## src/rtl/dac_spi_frame_capture.sv

```systemverilog
// DAC serial-link receive monitor: oversampled SYNC/SCLK/DIN deserializer with FWFT FIFO.
// Optional DAC_CAPTURE_STATS_EN adds frame_count / err_count outputs.
module dac_spi_frame_capture #(
    parameter int FRAME_BITS = 24,
    parameter int DATA_BITS  = 16,
    parameter int FIFO_AW    = 2
) (
    input  logic                            dataclk,
    input  logic                            reset_n,
    input  logic                            DAC_SYNC,
    input  logic                            DAC_SCLK,
    input  logic                            DAC_DIN,
    input  logic                            rd_en,
    input  logic                            clr_flags,
    output logic [DATA_BITS-1:0]            rd_data,
    output logic [FRAME_BITS-DATA_BITS-1:0] rd_ctrl,
    output logic                            frame_valid,
    output logic                            fifo_empty,
    output logic                            fifo_full,
    output logic                            err_short,
    output logic                            err_long,
    output logic                            err_overflow
`ifdef DAC_CAPTURE_STATS_EN
    ,
    output logic [15:0]                     frame_count,
    output logic [7:0]                      err_count
`endif
);

    localparam int DEPTH = 1 << FIFO_AW;
    localparam int CW    = $clog2(FRAME_BITS + 1);
    localparam logic [CW-1:0] LAST = CW'(FRAME_BITS - 1);

    typedef enum logic [1:0] {
        S_IDLE,
        S_SHIFT,
        S_DONE
    } state_t;

    // Sync flops reset low so a SYNC already low at release never looks like a fall.
    logic [2:0] sync_q;
    logic [2:0] sclk_q;
    logic [1:0] din_q;

    always_ff @(posedge dataclk or negedge reset_n) begin
        if (!reset_n) begin
            sync_q <= '0;
            sclk_q <= '0;
            din_q  <= '0;
        end else begin
            sync_q <= {sync_q[1:0], DAC_SYNC};
            sclk_q <= {sclk_q[1:0], DAC_SCLK};
            din_q  <= {din_q[0], DAC_DIN};
        end
    end

    logic sclk_fall;
    logic sync_fall;
    logic sync_rise;
    logic din_s;

    assign sclk_fall = sclk_q[2] & ~sclk_q[1];
    assign sync_fall = sync_q[2] & ~sync_q[1];
    assign sync_rise = ~sync_q[2] & sync_q[1];
    assign din_s     = din_q[1];

    state_t                state_q, state_d;
    logic [CW-1:0]         cnt_q, cnt_d;
    logic [FRAME_BITS-2:0] shreg_q, shreg_d;
    logic                  push_req;
    logic                  set_short;
    logic                  set_long;
    logic                  set_ovf;
    logic [FRAME_BITS-1:0] frame_word;

    assign frame_word = {shreg_q, din_s};

    always_ff @(posedge dataclk or negedge reset_n) begin
        if (!reset_n) begin
            state_q <= S_IDLE;
            cnt_q   <= '0;
            shreg_q <= '0;
        end else begin
            state_q <= state_d;
            cnt_q   <= cnt_d;
            shreg_q <= shreg_d;
        end
    end

    always_comb begin
        state_d   = state_q;
        cnt_d     = cnt_q;
        shreg_d   = shreg_q;
        push_req  = 1'b0;
        set_short = 1'b0;
        set_long  = 1'b0;
        unique case (state_q)
            S_IDLE: begin
                if (sync_fall) begin
                    state_d = S_SHIFT;
                    cnt_d   = '0;
                    shreg_d = '0;
                end
            end
            S_SHIFT: begin
                if (sclk_fall) begin
                    shreg_d = frame_word[FRAME_BITS-2:0];
                    cnt_d   = cnt_q + 1'b1;
                end
                // A final edge coinciding with SYNC rise still completes the frame.
                if (sclk_fall && cnt_q == LAST) begin
                    push_req = 1'b1;
                    state_d  = sync_rise ? S_IDLE : S_DONE;
                end else if (sync_rise) begin
                    set_short = 1'b1;
                    state_d   = S_IDLE;
                end
            end
            S_DONE: begin
                if (sclk_fall) set_long = 1'b1;
                if (sync_rise) state_d = S_IDLE;
            end
            default: state_d = S_IDLE;
        endcase
    end

    logic [FRAME_BITS-1:0] mem [DEPTH];
    logic [FIFO_AW:0]      wr_ptr;
    logic [FIFO_AW:0]      rd_ptr;
    logic                  pop;
    logic                  push;
    logic [FRAME_BITS-1:0] head;

    assign fifo_empty = (wr_ptr == rd_ptr);
    assign fifo_full  = (wr_ptr[FIFO_AW] != rd_ptr[FIFO_AW]) &&
                        (wr_ptr[FIFO_AW-1:0] == rd_ptr[FIFO_AW-1:0]);
    assign pop        = rd_en & ~fifo_empty;
    assign push       = push_req & (~fifo_full | pop);
    assign set_ovf    = push_req & fifo_full & ~pop;
    assign head       = mem[rd_ptr[FIFO_AW-1:0]];
    assign rd_data    = fifo_empty ? '0 : head[DATA_BITS-1:0];
    assign rd_ctrl    = fifo_empty ? '0 : head[FRAME_BITS-1:DATA_BITS];

    always_ff @(posedge dataclk) begin
        if (push) mem[wr_ptr[FIFO_AW-1:0]] <= frame_word;
    end

    always_ff @(posedge dataclk or negedge reset_n) begin
        if (!reset_n) begin
            wr_ptr       <= '0;
            rd_ptr       <= '0;
            frame_valid  <= 1'b0;
            err_short    <= 1'b0;
            err_long     <= 1'b0;
            err_overflow <= 1'b0;
        end else begin
            if (push) wr_ptr <= wr_ptr + 1'b1;
            if (pop) rd_ptr <= rd_ptr + 1'b1;
            frame_valid  <= push;
            err_short    <= set_short | (err_short & ~clr_flags);
            err_long     <= set_long | (err_long & ~clr_flags);
            err_overflow <= set_ovf | (err_overflow & ~clr_flags);
        end
    end

`ifdef DAC_CAPTURE_STATS_EN
    logic err_inc;

    assign err_inc = set_short | set_long | set_ovf;

    always_ff @(posedge dataclk or negedge reset_n) begin
        if (!reset_n) begin
            frame_count <= '0;
            err_count   <= '0;
        end else begin
            frame_count <= (clr_flags ? 16'd0 : frame_count) + {15'd0, push_req};
            if (clr_flags) begin
                err_count <= {7'd0, err_inc};
            end else if (err_inc && err_count != 8'hFF) begin
                err_count <= err_count + 8'd1;
            end
        end
    end
`endif

endmodule

```

## config.mk

```make
export PLATFORM = sky130hd
export DESIGN_NAME = dac_spi_frame_capture
export DESIGN_NICKNAME = d
export VERILOG_FILES = /design/src/rtl/dac_spi_frame_capture.sv
export SDC_FILE = /design/constraint.sdc
export NUM_CORES = 1
export LEC_CHECK = 0
export CAP_MARGIN = 30
export CORE_MARGIN = 3
export CORE_UTILIZATION = 34
export DETAILED_ROUTE_END_ITERATION = 10
export SLEW_MARGIN = 20
export SYNTH_ARGS = -nofsm -noshare
export SYNTH_HDL_FRONTEND = slang
export SYNTH_SLANG_ARGS = --single-unit
```

## constraint.sdc

```tcl
create_clock -name dataclk -period 3.5 [get_ports dataclk]
set_clock_uncertainty 0.2 [all_clocks]
set_input_delay 0.7 -clock dataclk [delete_from_list [all_inputs] [get_ports dataclk]]
set_output_delay 0.7 -clock dataclk [all_outputs]
set_load 0.02 [all_outputs]
```

Yosys cells after proc, flatten, opt, wreduce, memory -nomap -nowiden
Memories as Yosys holds them, arrays and structs flattened.
Index checks and enable logic that the tools add are counted.

cells by class
  add/sub/neg operators = 3
  eq/ne operators = 8
  mux-type cells = 22
  bitwise operators = 21
  reduce and logical (&&, ||, !) cells = 5

operators with widths
  operator                                                         count
  23-bit 2-to-1 mux                                                2
  23-bit case mux with 2 select lines                              1
  16-bit 2-to-1 mux                                                1
  1-bit bitwise AND                                                10
  5-bit 2-to-1 mux                                                 2
  5-bit case mux with 2 select lines                               1
  1-bit 2-to-1 mux                                                 9
  2-bit 2-to-1 mux                                                 4
  8-bit 2-to-1 mux                                                 1
  1-bit inverter                                                   7
  3-bit by 1-bit adder with 3-bit output, second input constant    2
  2-bit case mux with 3 select lines                               1
  5-bit by 1-bit adder with 5-bit output, second input constant    1
  5-bit == test, second input constant                             1
  2-bit != test, second input constant                             2
  1-bit OR                                                         4
  3-bit == test                                                    1
  3-bit AND reduction                                              1
  2-bit by 1-bit == test with 1-bit output, second input constant  1
  2-bit == test                                                    1
  2-bit == test, second input constant                             1
  1-bit logical AND                                                2
  2-bit zero test                                                  1
  2-bit nonzero test                                               1
  1-bit != test                                                    1

word-level totals
  register bits = 48
  bits in writable memories = 96
  input bits = 7
  output and inout port bits = 30
  word-level logic and storage cells = 72
  memories kept = 1

memories
  memory  words  width  rd ports  clocked after Yosys merged registers in  write ports  RTL line  source
  mem     4      24     1         0                                        1            127       logic [FRAME_BITS-1:0] mem [DEPTH];

Longest topological paths before layout
Gate-level depths: netlist (run 1).

  word-level depth = 8
  gate-level depth with buffers = 6
  mapped depth without buffers = 5

Worst setup path before layout (run 1)
No wires, ideal clock.

  path type = reg-to-reg
  start point = register cnt_q[0]
  end point = memory mem[0][0] (enable)
  library setup time = 0.383 ns
  data arrival time = 1.930 ns
  slack = 0.987 ns
  stages on the path, launching flop included = 6
  path buffers = 0
  period minus slack after synthesis = 2.513 ns
  path through = dfrtp_1 > ha_1 > nand4b_1 > or4_4 > nor2_4 > and2_1

on the way
  word-level cells in the longest chain between the ends = 7

ends and longest elaborated chain
  element                                 RTL line  source
  from (decl)                             68        logic [CW-1:0] cnt_q, cnt_d;
  from (signal assigned)                  85        cnt_q <= cnt_d;
  5-bit == test                           111       if (sclk_fall && cnt_q == LAST) begin
  1-bit logical AND                       111
  1-bit 2-to-1 mux                        111
  1-bit 2-to-1 mux                        97        unique case (state_q)
  1-bit bitwise AND                       138       assign push = push_req & (~fifo_full | pop);
  via push                                131       logic push;
  1-bit 2-to-1 mux                        145       if (push) mem[wr_ptr[FIFO_AW-1:0]] <= frame_word;
  1-bit 2-to-1 mux (implied by the code)  145
  to (decl)                               127

The timed path passes the listed nets, and every way through them passes these cells.

Worst setup path after layout (run 1)
  start point = register rd_ptr[0]
  end point = output rd_data[14]

on the way
  word-level cells in the longest chain between the ends = 2
  elaborated cells on any way between the ends = 3

ends and longest elaborated chain
  element                                                  RTL line  source
  from (decl)                                              129       logic [FIFO_AW:0] rd_ptr;
  from (signal assigned)                                   158       if (pop) rd_ptr <= rd_ptr + 1'b1;
  memory read 4 x 24 bit or 3-bit == test (tied branches)  -
  16-bit 2-to-1 mux *                                      141       assign rd_data = fifo_empty ? '0 : head[DATA_BITS-1:0];
  to (decl)                                                15        output logic [DATA_BITS-1:0] rd_data,

Mark *: on every way between the ends. The rest lies on a longest branch, timed or not.

==> results of run 1 <==
==> area by class of cell <==
class / count / share of cell area, %
Clock buffer: 17 / 6.23
Clock inverter: 14 / 2.33
Inverter: 5 / 0.275
Multi-Input combinational cell: 154 / 20.7
Sequential cell: 144 / 59.8
Tap cell: 216 / 3.96
Timing Repair Buffer: 48 / 6.69
==> timing repair <==
item                       CTS  global route
gates resized for setup      0             1
setup endpoints to repair    0             1
hold endpoints to repair     0             0
==> registers in the layout, summed over array words and instances, names as in the netlist <==
signal and count:
wr_ptr 3, rd_ptr 3, din_q 2, err_long 1, err_short 1, frame_valid 1, sync_q 3, state_q 2
sclk_q 3, mem 96, shreg_q 23, err_overflow 1, cnt_q 5
==> final timing paths <==
kind	startpoint	endpoint	slack [ns]	cells past startpoint
max	rd_ptr[0]	rd_data[14]	0.21	4
min	reset_n	din_q[0]	0.07	1
max reg2reg	cnt_q[0]	mem[0][22]	0.98	6
min reg2reg	sclk_q[0]	sclk_q[1]	0.15	0
max in group asynchronous	reset_n	rd_ptr[1]	2.28	2
min in group dataclk	sclk_q[0]	sclk_q[1]	0.15	0
==> critical path: stages (launching register included) <==
cell and delay, ns:
dfrtp_1 0.44, buf_6 0.28, mux4_2 0.55, nor2b_1 0.14, clkdlybuf4s50_1 0.56
==> stage by stage <==
step                      setup slack (ns)  utilization (%)  power, W  instance area (um^2)
after floorplan                      0.987                -   0.00258                  5590
after global placement               0.548             38.9   0.00294                  6220
after detailed placement             0.527             39.0   0.00295                  6230
after CTS                           0.0726             42.6   0.00473                  6820
after global routing                0.0922             42.7   0.00488                  6830
final                                0.209             42.7   0.00466                  6830
==> logic make-up (layout without fill, tap and decap cells) <==
family | Yosys count | in the layout
and+or+nand+nor | 79 | 79
buffers and inverters | 20 | 84
DFF | 144 | 144
xor gates and xnor gates | 10 | 10
adders and majority gates | 6 | 6
muxes | 27 | 27
AOI/OAI and AO/OA | 32 | 32
==> per-layer routing <==
layer	routed length, um	GRT usage (%)	vias up	part of all wire [%]
met3	421	4.05	10	4.3
met5	0	0	-	0
met1	4480	15.8	1435	45
met2	4840	18.8	58	49
met4	135	4.24	0	1.4
li1	-	-	1305	-
==> cell usage after synthesis, types with 4 or more instances <==
cell type and number:
buf_2 7, nor2_1 6, ha_1 6, a22o_1 11
edfxtp_1 96, inv_1 4, o21ai_0 15, nand2_1 30
xor2_1 5, clkbuf_1 4, dfrtp_1 48, mux4_2 24
nor2b_1 25, xnor2_1 5
==> where the power goes <==
part	switching, W	leakage, nW	internal, W
Clock	0.000704	0.269	0.00105
Sequential	0.0000482	1.61	0.00185
Combinational	0.000514	0.677	0.000485
Total	0.00127	2.55	0.00339
==> results.json, run 1 <==
{
  "cts_setup_buffers": 0,
  "cp-end-kind": "output port",
  "holdWs_ns": 0.0709,
  "antenna_found_initial": 0,
  "synth_enable_flop_cells": 96,
  "fin_crit_sh_pct": 94.0,
  "synth_top_area_share_pct": 51.6,
  "drt_iter0_markers": 242,
  "dp_hpwl_um": 5800,
  "p_leak_nw": 2.55,
  "die_h_um": 134,
  "worst_ep_arrival_time_ns": 2.39,
  "hp-class": "input port to asynchronous set/reset pin",
  "route.detailed.drc": 0,
  "synth_area_leader_cell": "edfxtp_1",
  "insertion_delay_ns": 0.42,
  "slew_headroom_pct": 61.0,
  "powerDensity_nw_per_um2": 682,
  "synth-async-reset-ratio_pct": 33.3,
  "tightest_slew_ns": 0.577,
  "syn_inst": 318,
  "ir_drop_v": 0.000408,
  "grt_pass1_vias": 2953,
  "wl_per_cell_um": 16.5,
  "ff_latch_area_um2": 4080,
  "synth_simple_gate_area_share_pct": 8.28,
  "clock_sinks": 144,
  "fin_nets": 383,
  "fp-row-count": 46,
  "n_antenna_cell": 0,
  "vias_per_cell": 4.70,
  "drive_gt1_share_pct": 20.2,
  "grt_use_total_pct": 12.0,
  "maxCapViolations": 0,
  "cts_tree": "yes",
  "ys_seq_elements": 144,
  "grt_pass1_wl_um": 16200,
  "crit_type": "register to output port",
  "synth_top_family_by_area": "multiplexers",
  "syn_nets": 331,
  "dieWidth_um": 134,
  "synthTopCellsByArea": "edfxtp_1 52%, dfrtp_1 21%, mux4_2 9.7%, nor2b_1 2.8%, nand2_1 2.0%",
  "multi_input_area_um2": 1410,
  "finalHoldViolations": 0,
  "report.final.slew_viol_count": 0,
  "clk_pin_slew_ns": 0.06,
  "synth-xor-area-share_pct": 1.57,
  "placed_cells": 566,
  "start_util_pct": 34.9,
  "cp.required_ns": 2.60,
  "status": "completed",
  "synth-main-ff-cell": "edfxtp_1",
  "pin_count": 37,
  "core_region_area_um2": 16000,
  "crit_path_start_kind": "register",
  "synthMuxAreaShare_pct": 10.3,
  "io_buffers": 36,
  "grt_setup_unrepaired": "no",
  "final.setup.tns_ns": 0,
  "postCtsHoldBufs": 0,
  "dr.pass1.iters": 4,
  "numCtsBuffers": 17,
  "final_cell_mix": "96 x edfxtp_1, 48 x dfrtp_1, 35 x clkdlybuf4s50_1",
  "vias": 2808,
  "overflow": 0,
  "ys_types": 38,
  "fill_cells": 1462,
  "finalSetupViolations": 0,
  "gp_congestion": 0.714,
  "synth-compound-area-share_pct": 3.83,
  "synth_area_per_cell_um2": 17.6,
  "grt_max_degree": 28,
  "fin_crit_ns": 3.29,
  "cp_max_fo": 17,
  "cts_max_level": 4,
  "yosys.area_share.adder_pct": 1.34,
  "syn_to_final_growth_pct": 22.2,
  "cts_max_path_buffers": 2,
  "ys_seq_area_share_pct": 73.1,
  "stdcell_count": 598,
  "dieArea_um2": 18000,
  "fmax_mhz": 304,
  "wl_um": 9880,
  "yosysWarnings": 0,
  "ant_nets": 0,
  "netlist_area_um2": 5590,
  "cts_root_buf": "clkbuf_16",
  "final_common_cell": "edfxtp_1"
}
No activity file was read; power rests on OpenSTA's default activity.
==> run 2: changes to the inputs <==
==> constraint.sdc (replaced) <==
create_clock -name dataclk -period 3.91 [get_ports dataclk]
set_clock_uncertainty 0.2 [all_clocks]
set_input_delay 0.782 -clock dataclk [delete_from_list [all_inputs] [get_ports dataclk]]
set_output_delay 0.782 -clock dataclk [all_outputs]
set_load 0.01 [all_outputs]
==> run 2 against run 1 <==
Compared with the run above: final cell count decreased by 0.17%; critical path depth unchanged; clock power decreased by 6%.
==> results.json, run 2 (same netlist as run 1, synthesis figures left out) <==
{
  "critPathLaunch": "rd_ptr[2]",
  "clk_pin_slew_ns": 0.06,
  "sw_frac_of_total_pct": 25.7,
  "gp_congestion": 0.725,
  "fin_crit_ns": 3.53,
  "n_antenna_cell": 0,
  "insertion_delay_ns": 0.42,
  "cts_root_buf": "clkbuf_16",
  "worst_ep_arrival_time_ns": 2.55,
  "fin_nets": 381,
  "grt_setup_unrepaired": "no",
  "fin_crit_sh_pct": 90.2,
  "wl_per_cell_um": 16.9,
  "antenna_found_initial": 0,
  "grt_pass1_wl_um": 16500,
  "grt_max_degree": 30,
  "start_util_pct": 34.9,
  "cts_tree": "yes",
  "ir_drop_v": 0.000339,
  "vias": 2849,
  "wl_um": 10100,
  "comb_power_share_pct": 19.7,
  "hp-start": "sclk_q[0]",
  "grt_use_total_pct": 12.3,
  "clockPowerShare_pct": 39.6,
  "slowest_delay_ns": 0.57,
  "route.detailed.drc": 0,
  "dp_hpwl_um": 5970,
  "grt_pass1_vias": 3025,
  "cts_max_path_buffers": 2,
  "p_leak_nw": 2.57,
  "crit_path_start_kind": "register",
  "largest_reg_flops": 96,
  "postLayoutCoreUtil_pct": 42.8,
  "postCtsHoldBufs": 0,
  "crit_type": "register to output port",
  "powerDensity_nw_per_um2": 609,
  "cp.required_ns": 2.93,
  "final.setup.tns_ns": 0,
  "overflow": 0,
  "report.final.slew_viol_count": 0,
  "core_region_area_um2": 16000,
  "switchingPower_w": 0.00107,
  "cp_max_fo": 17,
  "crit_slowest_cell": "clkdlybuf4s50_1",
  "numCtsBuffers": 17,
  "status": "completed",
  "totalPowerFinal_w": 0.00417,
  "finalSetupViolations": 0,
  "drive_gt1_share_pct": 19.4,
  "final_cell_mix": "96 x edfxtp_1, 48 x dfrtp_1, 35 x clkdlybuf4s50_1",
  "fill_cells": 1429,
  "tightest_slew_ns": 0.761,
  "intPower_w": 0.00310,
  "fmax_mhz": 283,
  "path_cells": "xnor2_1, and3_1, buf_4, clkdlybuf4s50_1",
  "slew_headroom_pct": 48.5,
  "seqPwrFrac_pct": 40.7,
  "stdcell_count": 597,
  "ant_nets": 0,
  "cp-end-kind": "output port",
  "hp-class": "register to register",
  "syn_to_final_growth_pct": 22.5,
  "fp-row-count": 46,
  "vias_per_cell": 4.77,
  "io_buffers": 36,
  "final_common_cell": "edfxtp_1",
  "cts-resized-gates": 0,
  "r2r-start": "cnt_q[0]",
  "placed_cells": 565,
  "dieWidth_um": 134,
  "cts_setup_buffers": 0,
  "pin_count": 37,
  "finalHoldViolations": 0,
  "clock_sinks": 144,
  "drt_iter0_markers": 211,
  "maxCapViolations": 0,
  "dr.pass1.iters": 6,
  "cts_max_level": 4,
  "dieArea_um2": 18000,
  "die_h_um": 134
}
-- run 2: changes by cell type in the layout (fill, tap and decap cells not counted), sizes merged --
cell,previous run,this run
inv,9,11
buf,13,11
bufinv,2,3
clkbuf,17,18
clkinvlp,5,2
-- run 2: stage by stage --
step | cell area (um^2) | hold slack [ns] | worst slack (ns)
global route | 6850 | 0.160 | 0.177
floorplan | 5590 | 0.131 | 1.40
detailed placement | 6240 | 0.137 | 0.739
finish | 6850 | 0.147 | 0.382
global placement | 6200 | 0.133 | 0.781
CTS | 6850 | 0.150 | 0.306
-- run 2: critical path: cells and delay by family (launching register included) --
family | cells | cell delay, ns
and+or+nand+nor | 1 | 0.51
buffers and inverters | 2 | 0.90
DFF | 1 | 0.40
xor gates and xnor gates | 1 | 0.32
-- run 2: power groups by stage --
stage	registers, W	logic [W]	clock network [W]
final	0.00170	0.000820	0.00165
after global routing	0.00170	0.000898	0.00176
after CTS	0.00169	0.000851	0.00168
after detailed placement	0.00173	0.000849	0
after global placement	0.00172	0.000829	0
after floorplan	0.00171	0.000520	0
-- run 2: final cells by class --
class	instances	area [um^2]	area share, %
Sequential cell	144	4080	59.6
Multi-Input combinational cell	154	1410	20.7
Tap cell	216	270	3.95
Clock buffer	18	429	6.27
Clock inverter	14	180	2.63
Inverter	5	18.8	0.274
Timing Repair Buffer	46	450	6.58
-- run 2: path summary, 6_finish.rpt --
kind / slack, ns / cells past startpoint / endpoint
setup / recovery: 0.38 / 4 / fifo_empty
hold / removal: 0.15 / 0 / sclk_q[1]
min in group asynchronous: 0.20 / 1 / din_q[0]
max in group asynchronous: 2.58 / 2 / state_q[0]
hold reg to reg: 0.15 / 0 / sclk_q[1]
setup reg to reg: 1.40 / 6 / mem[2][4]
-- run 2: per-layer routing --
layer | part of all wire [%] | global-route usage, %
met5 | 0 | 0
met4 | 1.5 | 4.81
met3 | 5.2 | 4.24
met2 | 49 | 19.1
met1 | 45 | 16.0
